$ cat config.mk
export PLATFORM = sky130hd
export DESIGN_NAME = fifo_drain_arbiter
export DESIGN_NICKNAME = d
export VERILOG_FILES = /design/src/rtl/qpix_readout_pkg.sv /design/src/rtl/rr_pick.sv /design/src/rtl/fifo_drain_arbiter.sv
export SDC_FILE = /design/constraint.sdc
export NUM_CORES = 1
export LEC_CHECK = 0
export ABC_AREA = 0
export ABC_CLOCK_PERIOD_IN_PS = 4200
export CAP_MARGIN = 10
export CORE_AREA = 3 3 453 455
export CTS_CLUSTER_DIAMETER = 200
export DETAILED_ROUTE_END_ITERATION = 7
export DIE_AREA = 0 0 456 458
export GPL_TIMING_DRIVEN = 1
export HOLD_SLACK_MARGIN = 0.08
export PLACE_DENSITY_LB_ADDON = 0.05
export SYNTH_ARGS = -nofsm -noshare
export SYNTH_HDL_FRONTEND = slang
export SYNTH_SLANG_ARGS = --single-unit
$ cat constraint.sdc
create_clock -name clk -period 4.2 [get_ports clk]
set_input_delay 0.84 -clock clk [delete_from_list [all_inputs] [get_ports clk]]
set_output_delay 0.84 -clock clk [all_outputs]
set_load 0.05 [all_outputs]
$ cat src/rtl/qpix_readout_pkg.sv
// Shared definitions for the channel-FIFO readout path: state encoding,
// channel index width helper and default timestamp word width.
package qpix_readout_pkg;

  localparam int DEF_DATA_W = 64;

  typedef enum logic [1:0] {
    ST_IDLE = 2'd0,
    ST_READ = 2'd1,
    ST_WAIT = 2'd2,
    ST_HOLD = 2'd3
  } drain_state_t;

  // Bits needed to index n items; never less than 1.
  function automatic int ch_width(input int n);
    int w;
    w = 1;
    for (int k = 1; k < 31; k++) begin
      if ((1 << w) < n) w = k + 1;
    end
    return w;
  endfunction

endpackage

$ cat src/rtl/rr_pick.sv
// Combinational round-robin picker: returns the first requesting index
// at or after ptr, wrapping modulo N_CH.
module rr_pick
  import qpix_readout_pkg::*;
#(
  parameter  int N_CH = 16,
  localparam int CH_W = ch_width(N_CH)
) (
  input  logic [N_CH-1:0] req,
  input  logic [CH_W-1:0] ptr,
  output logic [CH_W-1:0] grant,
  output logic            any
);

  logic [CH_W-1:0] w_idx [N_CH];
  logic [N_CH-1:0] w_rot;

  genvar gi;
  generate
    for (gi = 0; gi < N_CH; gi++) begin : g_rot
      // N_CH is a power of two, so the CH_W-bit sum wraps for free.
      assign w_idx[gi] = ptr + CH_W'(gi);
      assign w_rot[gi] = req[w_idx[gi]];
    end
  endgenerate

  always_comb begin
    grant = ptr;
    for (int i = N_CH - 1; i >= 0; i--) begin
      if (w_rot[i]) grant = w_idx[i];
    end
  end

  assign any = |req;

endmodule

$ cat src/rtl/fifo_drain_arbiter.sv
// Round-robin drain of per-channel timestamp FIFOs into one tagged word
// stream: one rd_en pulse per word, word held until the consumer takes it.
module fifo_drain_arbiter
  import qpix_readout_pkg::*;
#(
  parameter  int N_CH   = 16,
  parameter  int DATA_W = DEF_DATA_W,
  parameter  int RD_LAT = 1,
  localparam int CH_W   = ch_width(N_CH)
) (
  input  logic                     clk,
  input  logic                     rst,
  input  logic                     enable,
  input  logic [N_CH-1:0]          ch_mask,
  input  logic [N_CH-1:0]          ch_empty,
  input  logic [N_CH*DATA_W-1:0]   ch_dout,
  output logic [N_CH-1:0]          ch_rd_en,
  output logic                     out_valid,
  input  logic                     out_ready,
  output logic [DATA_W-1:0]        out_data,
  output logic [CH_W-1:0]          out_ch,
  output logic [31:0]              word_count,
  output logic                     busy
);

  localparam int CNT_W = ch_width(RD_LAT + 1);

  drain_state_t      r_state, w_state_next;
  logic [CH_W-1:0]   r_grant, r_ptr, r_out_ch;
  logic [CNT_W-1:0]  r_cnt;
  logic [N_CH-1:0]   r_rd_en;
  logic              r_out_valid;
  logic [DATA_W-1:0] r_out_data;
  logic [31:0]       r_word_count;

  logic [N_CH-1:0]   w_req;
  logic [CH_W-1:0]   w_grant;
  logic              w_any, w_accept, w_cnt_last;

  assign w_req      = ~ch_empty & ch_mask & {N_CH{enable}};
  assign w_accept   = r_out_valid & out_ready;
  assign w_cnt_last = (r_cnt == CNT_W'(1));

  rr_pick #(.N_CH(N_CH)) u_pick (
    .req   (w_req),
    .ptr   (r_ptr),
    .grant (w_grant),
    .any   (w_any)
  );

  always_comb begin
    w_state_next = r_state;
    unique case (r_state)
      ST_IDLE: if (w_any)      w_state_next = ST_READ;
      ST_READ:                 w_state_next = ST_WAIT;
      ST_WAIT: if (w_cnt_last) w_state_next = ST_HOLD;
      ST_HOLD: if (w_accept)   w_state_next = ST_IDLE;
      default:                 w_state_next = ST_IDLE;
    endcase
  end

  always_ff @(posedge clk) begin
    if (rst) begin
      r_state      <= ST_IDLE;
      r_grant      <= '0;
      r_ptr        <= '0;
      r_cnt        <= '0;
      r_rd_en      <= '0;
      r_out_valid  <= 1'b0;
      r_out_data   <= '0;
      r_out_ch     <= '0;
      r_word_count <= '0;
    end else begin
      r_state <= w_state_next;
      r_rd_en <= '0;
      case (r_state)
        ST_IDLE: begin
          if (w_any) begin
            r_grant <= w_grant;
            r_rd_en <= N_CH'(1) << w_grant;
          end
        end
        ST_READ: r_cnt <= CNT_W'(RD_LAT);
        ST_WAIT: begin
          r_cnt <= r_cnt - CNT_W'(1);
          // FIFO output is valid on the last wait cycle; capture it here.
          if (w_cnt_last) begin
            r_out_data  <= ch_dout[r_grant*DATA_W +: DATA_W];
            r_out_ch    <= r_grant;
            r_out_valid <= 1'b1;
          end
        end
        ST_HOLD: begin
          if (w_accept) begin
            r_out_valid  <= 1'b0;
            r_ptr        <= r_grant + CH_W'(1);
            r_word_count <= r_word_count + 32'd1;
          end
        end
        default: ;
      endcase
    end
  end

  assign ch_rd_en   = r_rd_en;
  assign out_valid  = r_out_valid;
  assign out_data   = r_out_data;
  assign out_ch     = r_out_ch;
  assign word_count = r_word_count;
  assign busy       = (r_state != ST_IDLE);

endmodule

# Word-level counts from Yosys, hierarchy flattened
# Index checks and enable logic that the tools add are counted.
# totals
ff_bits,128
input_bits,1060
# op_classes
add_sub_neg,18
magnitude_cmp,16
n_eq_ne,6
n_shift,2
n_mux,56
n_bitwise,6
n_reduce_logical,11
# ops
operator,count
$shiftx 1024x11->64,1
$lt 4x5->1 const B,16
$bmux 1 s4,16
$mux 4,16
$add 32x1->32 const B,1
$add 4x4->4 const B,8
$and 16x16->16,2
$mux 1,18
$add 4x3->4 const B,4
$not 16->16,1
$reduce_or 16->1,1
$shl 1x4->16 const A,1
$add 4x1->4 const B,2
$add 4x2->4 const B,2
$pmux 2 s4,1
$mux 2,3
$reduce_and 2->1,3
$reduce_and 3->1,2
$reduce_bool 2->1,3
$eq 2x2->1 const B,2
$ne 2x2->1 const B,2
$pmux 1 s2,2
$reduce_or 3->1,1
$eq 2x1->1 const B,1
other kinds (5),6

# Longest topological paths before layout
# depth
depth_word,22
ltp_mapped,15
mapped_depth_nobuf,11

# Cells and area by module
# A second synthesis with hierarchy kept.
# unflattened
hier_cells,1422
area_unflattened_um2,15021.9
# modules_own_cells
mod,n_inst,cells_per_inst,area_each_um2,seq_area_each_um2
fifo_drain_arbiter,1,1144,12608.3,2562.5
rr_pick,1,278,2413.6,0.0

# Worst setup path before layout
# Ideal clock, no wire load.
# synth_path
kind,flip-flop to flip-flop
start,reg r_ptr[1]
end,reg r_rd_en[8] (netlist: ch_rd_en[8])
arrival_ns,3.884
setup_slack_ns,0.199
path_stages_with_launch,14
n_path_buf,2
cell_sequence,dfxtp_1 > clkbuf_1 > inv_1 > clkbuf_1 > ha_1 > xor2_1 > mux4_2 > or4_4 > a32o_1 > a222oi_1 > o211ai_1 > a211o_1 > nand3b_1 > and4b_1
# synth_between
elab_chain_cells,20
elab_cells_between_ends,64
# synth_rtl
element,line_no,rtl
from (decl),fifo_drain_arbiter.sv:29,"logic [CH_W-1:0] r_grant, r_ptr, r_out_ch;"
from (signal assigned),fifo_drain_arbiter.sv:96,r_ptr <= r_grant + CH_W'(1);
$add 4x4->4,rr_pick.sv:22,assign w_idx[gi] = ptr + CH_W'(gi);
$bmux 1 s4,rr_pick.sv:23,assign w_rot[gi] = req[w_idx[gi]];
$mux 1 (implied by the code),rr_pick.sv:23,
$mux 4 (15 in a row),rr_pick.sv:30,if (w_rot[i]) grant = w_idx[i];
$mux 4 *,rr_pick.sv:30,
$shl 1x4->16 *,fifo_drain_arbiter.sv:80,r_rd_en <= N_CH'(1) << w_grant;
to (signal assigned),fifo_drain_arbiter.sv:80,
to (decl),fifo_drain_arbiter.sv:31,logic [N_CH-1:0] r_rd_en;
# Mark *: on every way between the ends. The rest lies on a longest branch, timed or not. The select of a mux whose other input is x is not followed.
# A chain may end at the register's enable or synchronous reset.

# Worst setup path after layout
# layout_path
start,in enable
end,reg r_rd_en[13] (netlist: ch_rd_en[13])
# layout_between
elab_chain_cells,20
elab_cells_between_ends,53
# layout_rtl
element,line_no,rtl
from (decl),fifo_drain_arbiter.sv:13,"input logic enable,"
$and 16x16->16 *,fifo_drain_arbiter.sv:40,assign w_req = ~ch_empty & ch_mask & {N_CH{enable}};
$bmux 1 s4,rr_pick.sv:23,
$mux 1 (implied by the code),rr_pick.sv:23,
$mux 4 (16 in a row),rr_pick.sv:30,
$shl 1x4->16,fifo_drain_arbiter.sv:80,
# Marked as above.

==> summary.md <==
| Metric | Value |
|---|---|
| Worst skew pair latency | 0.47 ns |
| Wire length on met2 | 87800 um |
| Maximum root-to-sink buffer count | 2 |
| Met3 WL | 11700 um |
| Post-Syn Area | 15100 um2 |
| Wl on met1 | 63800 um |
| Hold slack | 0.456 ns |
| Drt drc | 0 |
| Layout Cells excl Fill | 5233 |
| PortBufs | 1177 |
| Capturing point of the worst reg2reg path | ch_rd_en[4] |
| GPL Wtd Cong | 0.852 |
| Total Routed Length | 166000 um |
| Initial antenna violation count | 143 |
| RSZ-0062 raised after global routing | no |
| Post-layout nets | 3595 |
| PwrDens | 259 nW/um2 |
| Status | finished clean |
| Critical path type | in -> reg |
| Number of synthesized flops with an enable pin | 0 |
| Layout Skew | 0.0174 ns |
| Vias per inst | 3.50 |
| Hold Fails Final Rpt | 0 |
| Via count | 18299 |
| WHS Path Cells | 2 |
| Cells on worst reg2reg path | 12 |
| CTS tree | done |
| Slew @ Worst Pin | 0.878 ns |
| Reg2reg start | r_ptr[0] |
| GR Overflow Total | 0 |
| Num CTS Buffers | 17 |
| Highest metal used | met5 |
| Min-Delay Endpoint | out_ch[3] |
| Pleak | 9.80 nW |
| Number of core rows | 165 |
| All-Layer GR Usage | 0.153 |
| ANT nets after route | 0 |
| HPWL after DPL | 148000 um |
| Die Ht | 458 um |
| Setup repair bufs after CTS | 0 |
| CP Capture Type | flip-flop |
| VDD IR max | 0.274 mV |
| Required time worst endpoint | 4.57 ns |
| Final Setup Violations | 0 |
| Max-slew headroom | 0.413 |
| Clock Pin Slew Worst Setup and Hold Paths | 0.07 ns |
| Post-synth top area share | 0.512 |
| WL per Instance | 31.7 um |
| FMAX | 0.247 GHz |
| Placed Cells | 5175 |
| Crit path DAT | 4.41 ns |
| First-pass DRT Iterations | 5 |
| Synth Instances | 1310 |
| CTS sink cnt | 128 |
| Post-route clock period utilization | 0.964 |
| # IOs | 1178 |
| Worst-path maximum fanout | 17 |
| Largest net degree at the start of global routing | 84 |
| Min-delay src | out_ch[3] |
| Max Cap Viol | 0 |
| Core Util, Final | 0.157 |
| Sequential share of the synthesized area | 0.170 |
| Fin crit period | 4.05 ns |
| Flops & latches, synth | 128 |
| Crit path launch type | input pin |
| Min-delay worst type | reg -> reg |
| Unique cell type count in the Yosys netlist | 72 |
| Die X | 456 um |
| Ranking of synthesized cells by area | mux4_2, dfxtp_1, nand2_1 |
| Max Slew Vio Count | 0 |
| YS warnings | 0 |
| Area delta synth->final | 110% |
| First-pass GRT wire length | 212000 um |
| Worst Setup SP | enable |
| Synth area leader | mux4_2 |
| Overall Power | 8.19 mW |
| Synth Area per Inst | 11.5 um2 |
| H-tree lvl count | 4 |
| Core region area | 202000 um2 |
| Syn_nets | 2383 |
| Most frequent cell after synthesis | mux4_2 |
| Die Area | 209000 um2 |
| Reg2Reg Setup Slack | 0.35 ns |
| Starting DRT DRC Count | 927 |
| Most instantiated cells after synthesis | mux4_2, nand2_1, dfxtp_1 |
| Clk root buf | clkbuf_16 |
| Main synth FF type | dfxtp_1 |
| Vias in the first global route | 20078 |
| Ys async rst share | 0 |
| Starting density of the core | 0.0747 |
| Share of post-route cells with drive strength above 1 | 0.222 |
metrics by stage:
step / cell area, um2 / TNS [ns] / worst slack (ns)
floorplan: 15100 / 0 / 0.199
global placement: 31000 / -5.25 / -0.337
detailed placement: 31000 / -4.98 / -0.326
CTS: 31600 / 0 / 0.144
global route: 31600 / 0 / 0.00297
finish: 31700 / 0 / 0.153
layout make-up:
cell class / count / area [um2]
Fill cell: 22421 / 170000
Timing Repair Buffer: 1325 / 13100
Multi-Input combinational cell: 1035 / 12000
Tap cell: 2672 / 3340
Sequential cell: 128 / 2580
Clock buffer: 17 / 425
Clock inverter: 15 / 148
Antenna cell: 26 / 65.1
Inverter: 15 / 56.3
layer usage:
layer	vias to the layer above	track usage
met4	84	0.0168
li1	7857	-
met1	9358	0.172
met5	-	0
met3	217	0.0484
met2	783	0.289
power by group:
group	switching, mW	internal, mW	leakage (nW)
clock	0.699	0.831	0.279
sequential	0.198	1.30	1.04
combinational	2.48	2.68	8.49
how the worst max path moves through the flow:
stage | depth (start not counted) | end
finish | 13 | ch_rd_en[13]
global route | 12 | ch_rd_en[6]
CTS | 14 | ch_rd_en[4]
detailed placement | 13 | ch_rd_en[4]
global placement | 14 | ch_rd_en[6]
floorplan | 13 | ch_rd_en[8]
timing repair:
item | in CTS | in global routing
gates resized for setup | 0 | 5
endpoints found under the setup margin | 0 | 3
hold buffers | 0 | 0
cell families after synthesis:
logic type               count (synthesis)  synth area share
flip-flops                             128             0.170
buffers and inverters                  147            0.0386
AO/OA/AOI/OAI                          205            0.0871
XOR/XNOR                                46            0.0277
adder cells (fa/ha/maj)                 13            0.0108
AND/OR/NAND/NOR                        384             0.123
multiplexers                           387             0.543
state kept, by name, summed over array words and instances, names as in the netlist:
signal      flops
ch_rd_en       16
out_ch          4
out_data       64
out_valid       1
r_cnt           1
r_grant         4
r_ptr           4
r_state         2
word_count     32
layout by cell type, fill, tap and decap left out, types with 26 or more instances in the layout:
master,count
xor2_1,27
nor2_1,72
mux2i_1,26
diode_2,26
buf_4,133
clkdlybuf4s50_1,1176
a21oi_1,82
mux4_2,343
nand2_1,161
dfxtp_1,123
critical path, cell delays in order:
cell and delay [ns]:
clkdlybuf4s50_1 0.54, nand2b_1 0.18, buf_12 0.16, o22ai_1 0.18, buf_4 0.20, mux4_2 0.47
mux2i_1 0.28, o211ai_1 0.14, a2111oi_0 0.51, a21oi_1 0.24, buf_4 0.18, o21a_1 0.21
nor4_1 0.27
Power figures use the tool's default switching activity.
